==> src/rtl/conv_pkg.sv <==
// Shared types and default sizing for the convolution datapath.
// Latency: n/a (declarations only).
// Backpressure: n/a.
package conv_pkg;

  // Default burst geometry, shared with the convolution engine
  localparam int N_SMP = 7;   // samples per burst
  localparam int DW    = 8;   // sample width
  localparam int IW    = 3;   // sample index width
  localparam int SW    = 11;  // sum width, never overflows for N_SMP full-scale samples

  // Collector FSM states
  typedef enum logic [1:0] {
    IDLE  = 2'd0,
    FILL  = 2'd1,
    STAT  = 2'd2,
    DRAIN = 2'd3
  } state_t;

endpackage

==> src/rtl/conv_stat_acc.sv <==
// Running sum and strict-greater max/argmax over one burst.
// Latency: results reflect a beat one cycle after it is presented with load/add.
// Backpressure: none; clr has priority over load, load over add.
module conv_stat_acc #(
  parameter int DW = conv_pkg::DW,
  parameter int IW = conv_pkg::IW,
  parameter int SW = conv_pkg::SW
) (
  input  logic          clk,
  input  logic          rst_n,
  input  logic          load,
  input  logic          add,
  input  logic          clr,
  input  logic [DW-1:0] din,
  input  logic [IW-1:0] idx,
  output logic [SW-1:0] sum,
  output logic [DW-1:0] max_val,
  output logic [IW-1:0] max_idx
);

  // Accumulate sum; on ties the earlier index is kept (strict compare)
  always_ff @(posedge clk or negedge rst_n) begin
    if (!rst_n) begin
      sum     <= '0;
      max_val <= '0;
      max_idx <= '0;
    end else if (clr) begin
      sum     <= '0;
      max_val <= '0;
      max_idx <= '0;
    end else if (load) begin
      sum     <= SW'(din);
      max_val <= din;
      max_idx <= '0;
    end else if (add) begin
      sum <= sum + SW'(din);
      if (din > max_val) begin
        max_val <= din;
        max_idx <= idx;
      end
    end
  end

endmodule

==> src/rtl/conv_result_collector.sv <==
// Captures a gap-free N_SMP-beat burst, emits sum/max/argmax, then replays samples.
// Latency: stat_valid one cycle after the final beat; replay follows the stat handshake.
// Backpressure: stat/replay channels wait on ready; input cannot stall, so beats outside
// IDLE/FILL are dropped (pulse on drop). Optional drop_cnt under CONV_COLLECT_DROP_CNT_EN.
module conv_result_collector #(
  parameter int N_SMP = conv_pkg::N_SMP,
  parameter int DW    = conv_pkg::DW,
  parameter int IW    = conv_pkg::IW,
  parameter int SW    = conv_pkg::SW
) (
  input  logic          clk,
  input  logic          rst_n,
  input  logic          in_valid,
  input  logic [DW-1:0] in_data,
  output logic          stat_valid,
  input  logic          stat_ready,
  output logic [SW-1:0] stat_sum,
  output logic [DW-1:0] stat_max,
  output logic [IW-1:0] stat_max_idx,
  output logic          rep_valid,
  input  logic          rep_ready,
  output logic [DW-1:0] rep_data,
  output logic [IW-1:0] rep_idx,
  output logic          busy,
  output logic          err_short,
`ifdef CONV_COLLECT_DROP_CNT_EN
  output logic [15:0]   drop_cnt,
`endif
  output logic          drop
);

  import conv_pkg::*;

  localparam logic [IW-1:0] LAST = IW'(N_SMP - 1);

  state_t        state, state_nxt;
  logic [IW-1:0] cnt, ridx;
  logic [DW-1:0] smp_buf [N_SMP];
  logic          acc_load, acc_add, acc_clr;
  logic          buf_we;
  logic [IW-1:0] buf_widx;
  logic          err_nxt, drop_nxt;
  logic [SW-1:0] acc_sum;
  logic [DW-1:0] acc_max;
  logic [IW-1:0] acc_max_idx;

  conv_stat_acc #(.DW(DW), .IW(IW), .SW(SW)) u_acc (
    .clk     (clk),
    .rst_n   (rst_n),
    .load    (acc_load),
    .add     (acc_add),
    .clr     (acc_clr),
    .din     (in_data),
    .idx     (cnt),
    .sum     (acc_sum),
    .max_val (acc_max),
    .max_idx (acc_max_idx)
  );

  // State register
  always_ff @(posedge clk or negedge rst_n) begin
    if (!rst_n) state <= IDLE;
    else        state <= state_nxt;
  end

  // Next state, accumulator/buffer controls and pulse requests
  always_comb begin
    state_nxt = state;
    acc_load  = 1'b0;
    acc_add   = 1'b0;
    acc_clr   = 1'b0;
    buf_we    = 1'b0;
    buf_widx  = cnt;
    err_nxt   = 1'b0;
    drop_nxt  = 1'b0;
    case (state)
      IDLE: begin
        if (in_valid) begin
          acc_load  = 1'b1;
          buf_we    = 1'b1;
          buf_widx  = '0;
          state_nxt = FILL;
        end
      end
      FILL: begin
        if (in_valid) begin
          acc_add = 1'b1;
          buf_we  = 1'b1;
          if (cnt == LAST) state_nxt = STAT;
        end else begin
          // Burst ended early: discard partial statistics
          err_nxt   = 1'b1;
          acc_clr   = 1'b1;
          state_nxt = IDLE;
        end
      end
      STAT: begin
        drop_nxt = in_valid;
        if (stat_ready) state_nxt = DRAIN;
      end
      DRAIN: begin
        drop_nxt = in_valid;
        if (rep_ready && ridx == LAST) begin
          acc_clr   = 1'b1;
          state_nxt = IDLE;
        end
      end
      default: state_nxt = IDLE;
    endcase
  end

  // Fill counter and replay index
  always_ff @(posedge clk or negedge rst_n) begin
    if (!rst_n) begin
      cnt  <= '0;
      ridx <= '0;
    end else begin
      case (state)
        IDLE:    cnt <= in_valid ? IW'(1) : '0;
        FILL:    cnt <= (in_valid && cnt != LAST) ? cnt + IW'(1) : '0;
        STAT:    if (stat_ready) ridx <= '0;
        DRAIN:   if (rep_ready) ridx <= (ridx == LAST) ? '0 : ridx + IW'(1);
        default: cnt <= '0;
      endcase
    end
  end

  // Sample buffer; contents are only observed while draining, so no reset
  always_ff @(posedge clk) begin
    if (buf_we) smp_buf[buf_widx] <= in_data;
  end

  // Registered one-cycle event pulses
  always_ff @(posedge clk or negedge rst_n) begin
    if (!rst_n) begin
      err_short <= 1'b0;
      drop      <= 1'b0;
    end else begin
      err_short <= err_nxt;
      drop      <= drop_nxt;
    end
  end

`ifdef CONV_COLLECT_DROP_CNT_EN
  // Saturating count of dropped beats and short bursts
  always_ff @(posedge clk or negedge rst_n) begin
    if (!rst_n)                                            drop_cnt <= '0;
    else if ((err_nxt || drop_nxt) && drop_cnt != 16'hFFFF) drop_cnt <= drop_cnt + 16'd1;
  end
`endif

  // Channel outputs decode the state register; data is zero outside its phase
  assign busy         = (state != IDLE);
  assign stat_valid   = (state == STAT);
  assign rep_valid    = (state == DRAIN);
  assign stat_sum     = stat_valid ? acc_sum     : '0;
  assign stat_max     = stat_valid ? acc_max     : '0;
  assign stat_max_idx = stat_valid ? acc_max_idx : '0;
  assign rep_data     = rep_valid  ? smp_buf[ridx] : '0;
  assign rep_idx      = rep_valid  ? ridx          : '0;

endmodule

==> config.mk <==
export PLATFORM = sky130hd
export DESIGN_NAME = conv_result_collector
export DESIGN_NICKNAME = d
export VERILOG_FILES = /design/src/rtl/conv_pkg.sv /design/src/rtl/conv_stat_acc.sv /design/src/rtl/conv_result_collector.sv
export SDC_FILE = /design/constraint.sdc
export NUM_CORES = 1
export LEC_CHECK = 0
export ABC_AREA = 1
export CAP_MARGIN = 10
export CORE_MARGIN = 2
export CORE_UTILIZATION = 32
export CTS_CLUSTER_DIAMETER = 50
export DETAILED_ROUTE_END_ITERATION = 16
export MAX_ROUTING_LAYER = met4
export SYNTH_ARGS = -nofsm -noshare
export SYNTH_HDL_FRONTEND = slang
export SYNTH_SLANG_ARGS = --single-unit
==> constraint.sdc <==
create_clock -name clk -period 2.02 [get_ports clk]
set_input_delay 0.202 -clock clk [delete_from_list [all_inputs] [get_ports clk]]
set_output_delay 0.202 -clock clk [all_outputs]
set_load 0.01 [all_outputs]
==> metrics.csv <==
stage,metric,value,unit
logic_synthesis,Synth Net Count,572,
setup_path,"most used cell, CP",nor2_1,
timing,Slew Limit Fails,0,
routing,met2 wire len,6154,um
cells_and_area,n_diodes,0,
clock_tree,CTS Sinks,88,
setup_path,Worst Path Arrival,1.74,ns
timing,Worst Tran Pin Value,0.4355,ns
setup_path,WP data required,1.82,ns
routing,DR vias/cell,4.808,
logic_synthesis,Yosys top cell by area,edfxtp_1,
setup_path,"delay-heaviest family, CP",buffers and inverters,
floorplan,die boundary width,124.3,um
logic_synthesis,ys async rst share,36.36,%
clock_tree,hold buffer count at cts,0,
cells_and_area,Final Util,42.86,%
status,run status,"complete, no violations",
timing,FMAX,0.5146,GHz
cells_and_area,area grow syn2layout,29.37,%
global_routing,global-route wire length before repair,20620,um
logic_synthesis,largest cells by area after synthesis,"edfxtp_1, dfrtp_1, nand2_1",
setup_path,"Slowest-stage cell, CP",dfrtp_2,
logic_synthesis,number of synthesized register bits,88,
floorplan,core area,13990,um^2
pwr,combinational share of power,47.4,%
place,placed inst area,5675,um^2
global_routing,number of global-route vias before repair,3998,
routing,Iteration-0 DRC Markers,274,
logic_synthesis,yosys warns,0,
pwr,Peak VDD IR,455.1,uV
pwr,Overall Power,0.007974,W
routing,WL/cell,15.34,um
setup_path,critical-path cell list,buf_6 -> o21ai_2 -> nor2_1 -> a211oi_2 -> nor2_1 -> dlygate4sd2_1,
clock_tree,clk buf depth,2,
cells_and_area,Nets,666,
floorplan,Die H,124.3,um
pwr,Sw Ratio,40.35,%
floorplan,num ports,51,
setup_path,CP startpoint kind,flop,
place,number of buffers added on ports,50,
setup_path,R2R Path Start,state[0],
logic_synthesis,top cell type's share of synthesized area,36.29,%
routing,total number of vias,3938,
timing,RSZ-0062 raised after global routing,true,
setup_path,R2R cell count,9,
timing,relative slew slack,70.97,%
floorplan,Die Area,15460,um^2
routing,Routed met1 length,5638,um
logic_synthesis,Compound-Gate Fraction of Synth Area,8.585,%
job,max-cap viol count,0,
clock_tree,clock root buffer,clkbuf_16,
place,post-placement cell count,800,
pwr,clock share of power,20.8,%
logic_synthesis,sequential share of the synthesized area,53.56,%
logic_synthesis,top_reg_cell synth,edfxtp_1,
setup_path,crit end category,output port,
logic_synthesis,Synth Area in Simple Gates,24.27,%
setup_path,worst stage delay on the critical path,0.45,ns
pwr,pwr dens,1330,nW/um^2
routing,post-route ant nets,0,
logic_synthesis,"EDFF count, synth",56,
global_routing,gr ovfl total,0,
routing,uppermost layer routed,met4,
clock_tree,CTS Buf Count,9,
setup_path,Worst Path Max Fanout,16,
timing,clk_skew,0.006330,ns
timing,endpoints failing setup,0,
setup_path,worst path bufs/invs,2,
global_routing,largest net degree at the start of global routing,33,
clock_tree,clk slew on worst S/H paths,0.06,ns
setup_path,critical path class,reg2out,
cells_and_area,post-route insts no fill,819,
global_routing,initial antenna violation count,0,
timing,setup TNS,0,ns
clock_tree,worst-skew pair later-pin latency,0.34,ns
logic_synthesis,Post-Syn Area,4634,um^2
setup_path,RR Endpoint,smp_buf[0][0],
place,Detailed Place HPWL,9114,um
clock_tree,H-tree level count,3,
routing,TritonRoute pass-1 iters,5,
timing,Hold Fails Final Rpt,0,
pwr,internal power,0.004756,W
logic_synthesis,top post-synthesis cells by count,"nand2_1, nor2_1, inv_1",
cells_and_area,post-route cell area,5996,um^2
setup_path,r2r setup slk,0.20,ns
cells_and_area,fraction of layout cells with a size suffix above 1,14.08,%
routing,WL met3,622,um
logic_synthesis,mux contribution to synthesized area,0,%
logic_synthesis,largest family of logic cells by synthesized area,simple AND/OR/NAND/NOR gates,
pwr,Leak,2.828,nW
floorplan,placement row count,43,
global_routing,GRT Util Overall,17.22,%
hold_path,hold crit path type,in2async,
timing,crit path time final,1.943,ns
logic_synthesis,most common cell in the synthesized netlist,nand2_1,
place,GP Congestion,0.8958,
routing,final WL,12560,um
logic_synthesis,xor/xnor share of the synthesized area,0.3780,%
logic_synthesis,Yosys cell types,31,
pwr,sequential share of power,31.8,%
pwr,sw power,0.003218,W
clock_tree,CTS tree,built,
routing,DRC Markers,0,
timing,Tcrit/Tclk final,96.20,%
logic_synthesis,synthesized instance count,540,
floorplan,Starting Density,33.13,%
logic_synthesis,post-synthesis adder-cell area fraction,5.292,%
logic_synthesis,Synth Area per Inst,8.582,um^2
-- layout by cell type (no fill, tap or decap), types with 2 or more instances in the layout --
cell type / n
a211oi_1: 3
a211oi_2: 5
a21oi_1: 24
buf_12: 4
buf_4: 41
buf_6: 4
clkbuf_16: 9
clkbuf_2: 3
clkdlybuf4s50_1: 20
clkinv_1: 2
clkinv_2: 2
dfrtp_1: 30
dfrtp_2: 2
dlygate4sd2_1: 27
edfxtp_1: 56
ha_1: 18
inv_1: 69
inv_2: 5
inv_6: 2
nand2_1: 124
nand2_2: 2
nand2_4: 3
nand3_1: 40
nand3_4: 2
nand4_1: 4
nor2_1: 86
nor3_1: 4
o211ai_1: 2
o21ai_0: 28
o22ai_1: 6
-- cells by family (layout without fill, tap and decap cells) --
kind of cell             count (synthesis)  in the layout
adder cells (fa/ha/maj)                 19             19
AND/OR/NAND/NOR                        267            267
buffers and inverters                   92            191
flip-flops                              88             88
AO/OA/AOI/OAI                           72             72
XOR/XNOR                                 2              2
-- what timing repair did --
action,in CTS,in global routing
setup endpoints to repair,31,9
resized for setup,41,13
pin swaps,0,3
endpoints found under the hold margin,0,0
setup buffers,1,2
-- worst reg2reg max path, cell delays in order, from the launching register on --
cell and delay (ns):
dfrtp_1 0.40, buf_4 0.15, buf_4 0.12, buf_4 0.14
nor2_1 0.14, inv_1 0.11, o21ai_0 0.13, nand3_1 0.10
inv_1 0.06, buf_4 0.18
-- power groups by stage --
stage	sequential, W	combinational, W	clock [W]
after global routing	0.00257	0.00427	0.00177
after floorplan	0.00248	0.00231	0
final	0.00253	0.00378	0.00166
after global placement	0.00255	0.00367	0
after CTS	0.00253	0.00374	0.00170
after detailed placement	0.00256	0.00374	0
-- per-stage QoR --
| step | worst slack (ns) | hold slack [ns] |
|---|---|---|
| floorplan | 0.06934 | -0.09359 |
| global placement | -0.1230 | 0.4902 |
| detailed placement | -0.1432 | 0.4990 |
| CTS | 0.01199 | 0.2771 |
| finish | 0.07672 | 0.2661 |
| global route | -0.05028 | 0.3061 |
-- final cells by class --
class / count / area [um^2]
clock buffers: 9 / 225.2
fillers: 1388 / 7993
repair buffers: 99 / 884.6
well taps: 180 / 225.2
inverters: 76 / 290.3
flip-flops and latches: 88 / 2485
clock inverters: 7 / 68.82
multi-input cells: 360 / 1817
-- worst max path at each step --
stage | slack [ns] | end | start | depth (start not counted)
3_5_place_dp | -0.14 | u_acc.sum[8] | in_data[0] | 11
4_1_cts | 0.01 | rep_idx[2] | ridx[2] | 3
2_1_floorplan | 0.07 | smp_buf[6][0] | flop | 5
6_report | 0.08 | rep_data[1] | ridx[0] | 6
3_3_place_gp | -0.12 | u_acc.sum[8] | in_data[0] | 11
5_1_grt | -0.05 | rep_data[1] | ridx[0] | 6
-- layer usage --
layer | vias to the layer above | track usage (%)
li1 | 1945 | -
met1 | 1872 | 21.43
met2 | 106 | 28.58
met3 | 15 | 3.608
met4 | 0 | 4.693
met5 | - | -
-- state kept, by name (all words and copies together), names as in the netlist, named ones only --
signal,count
cnt,3
drop,1
err_short,1
ridx,3
smp_buf,56
state,1
u_acc.max_idx,3
u_acc.max_val,8
u_acc.sum,11
Power figures use the tool's default switching activity.
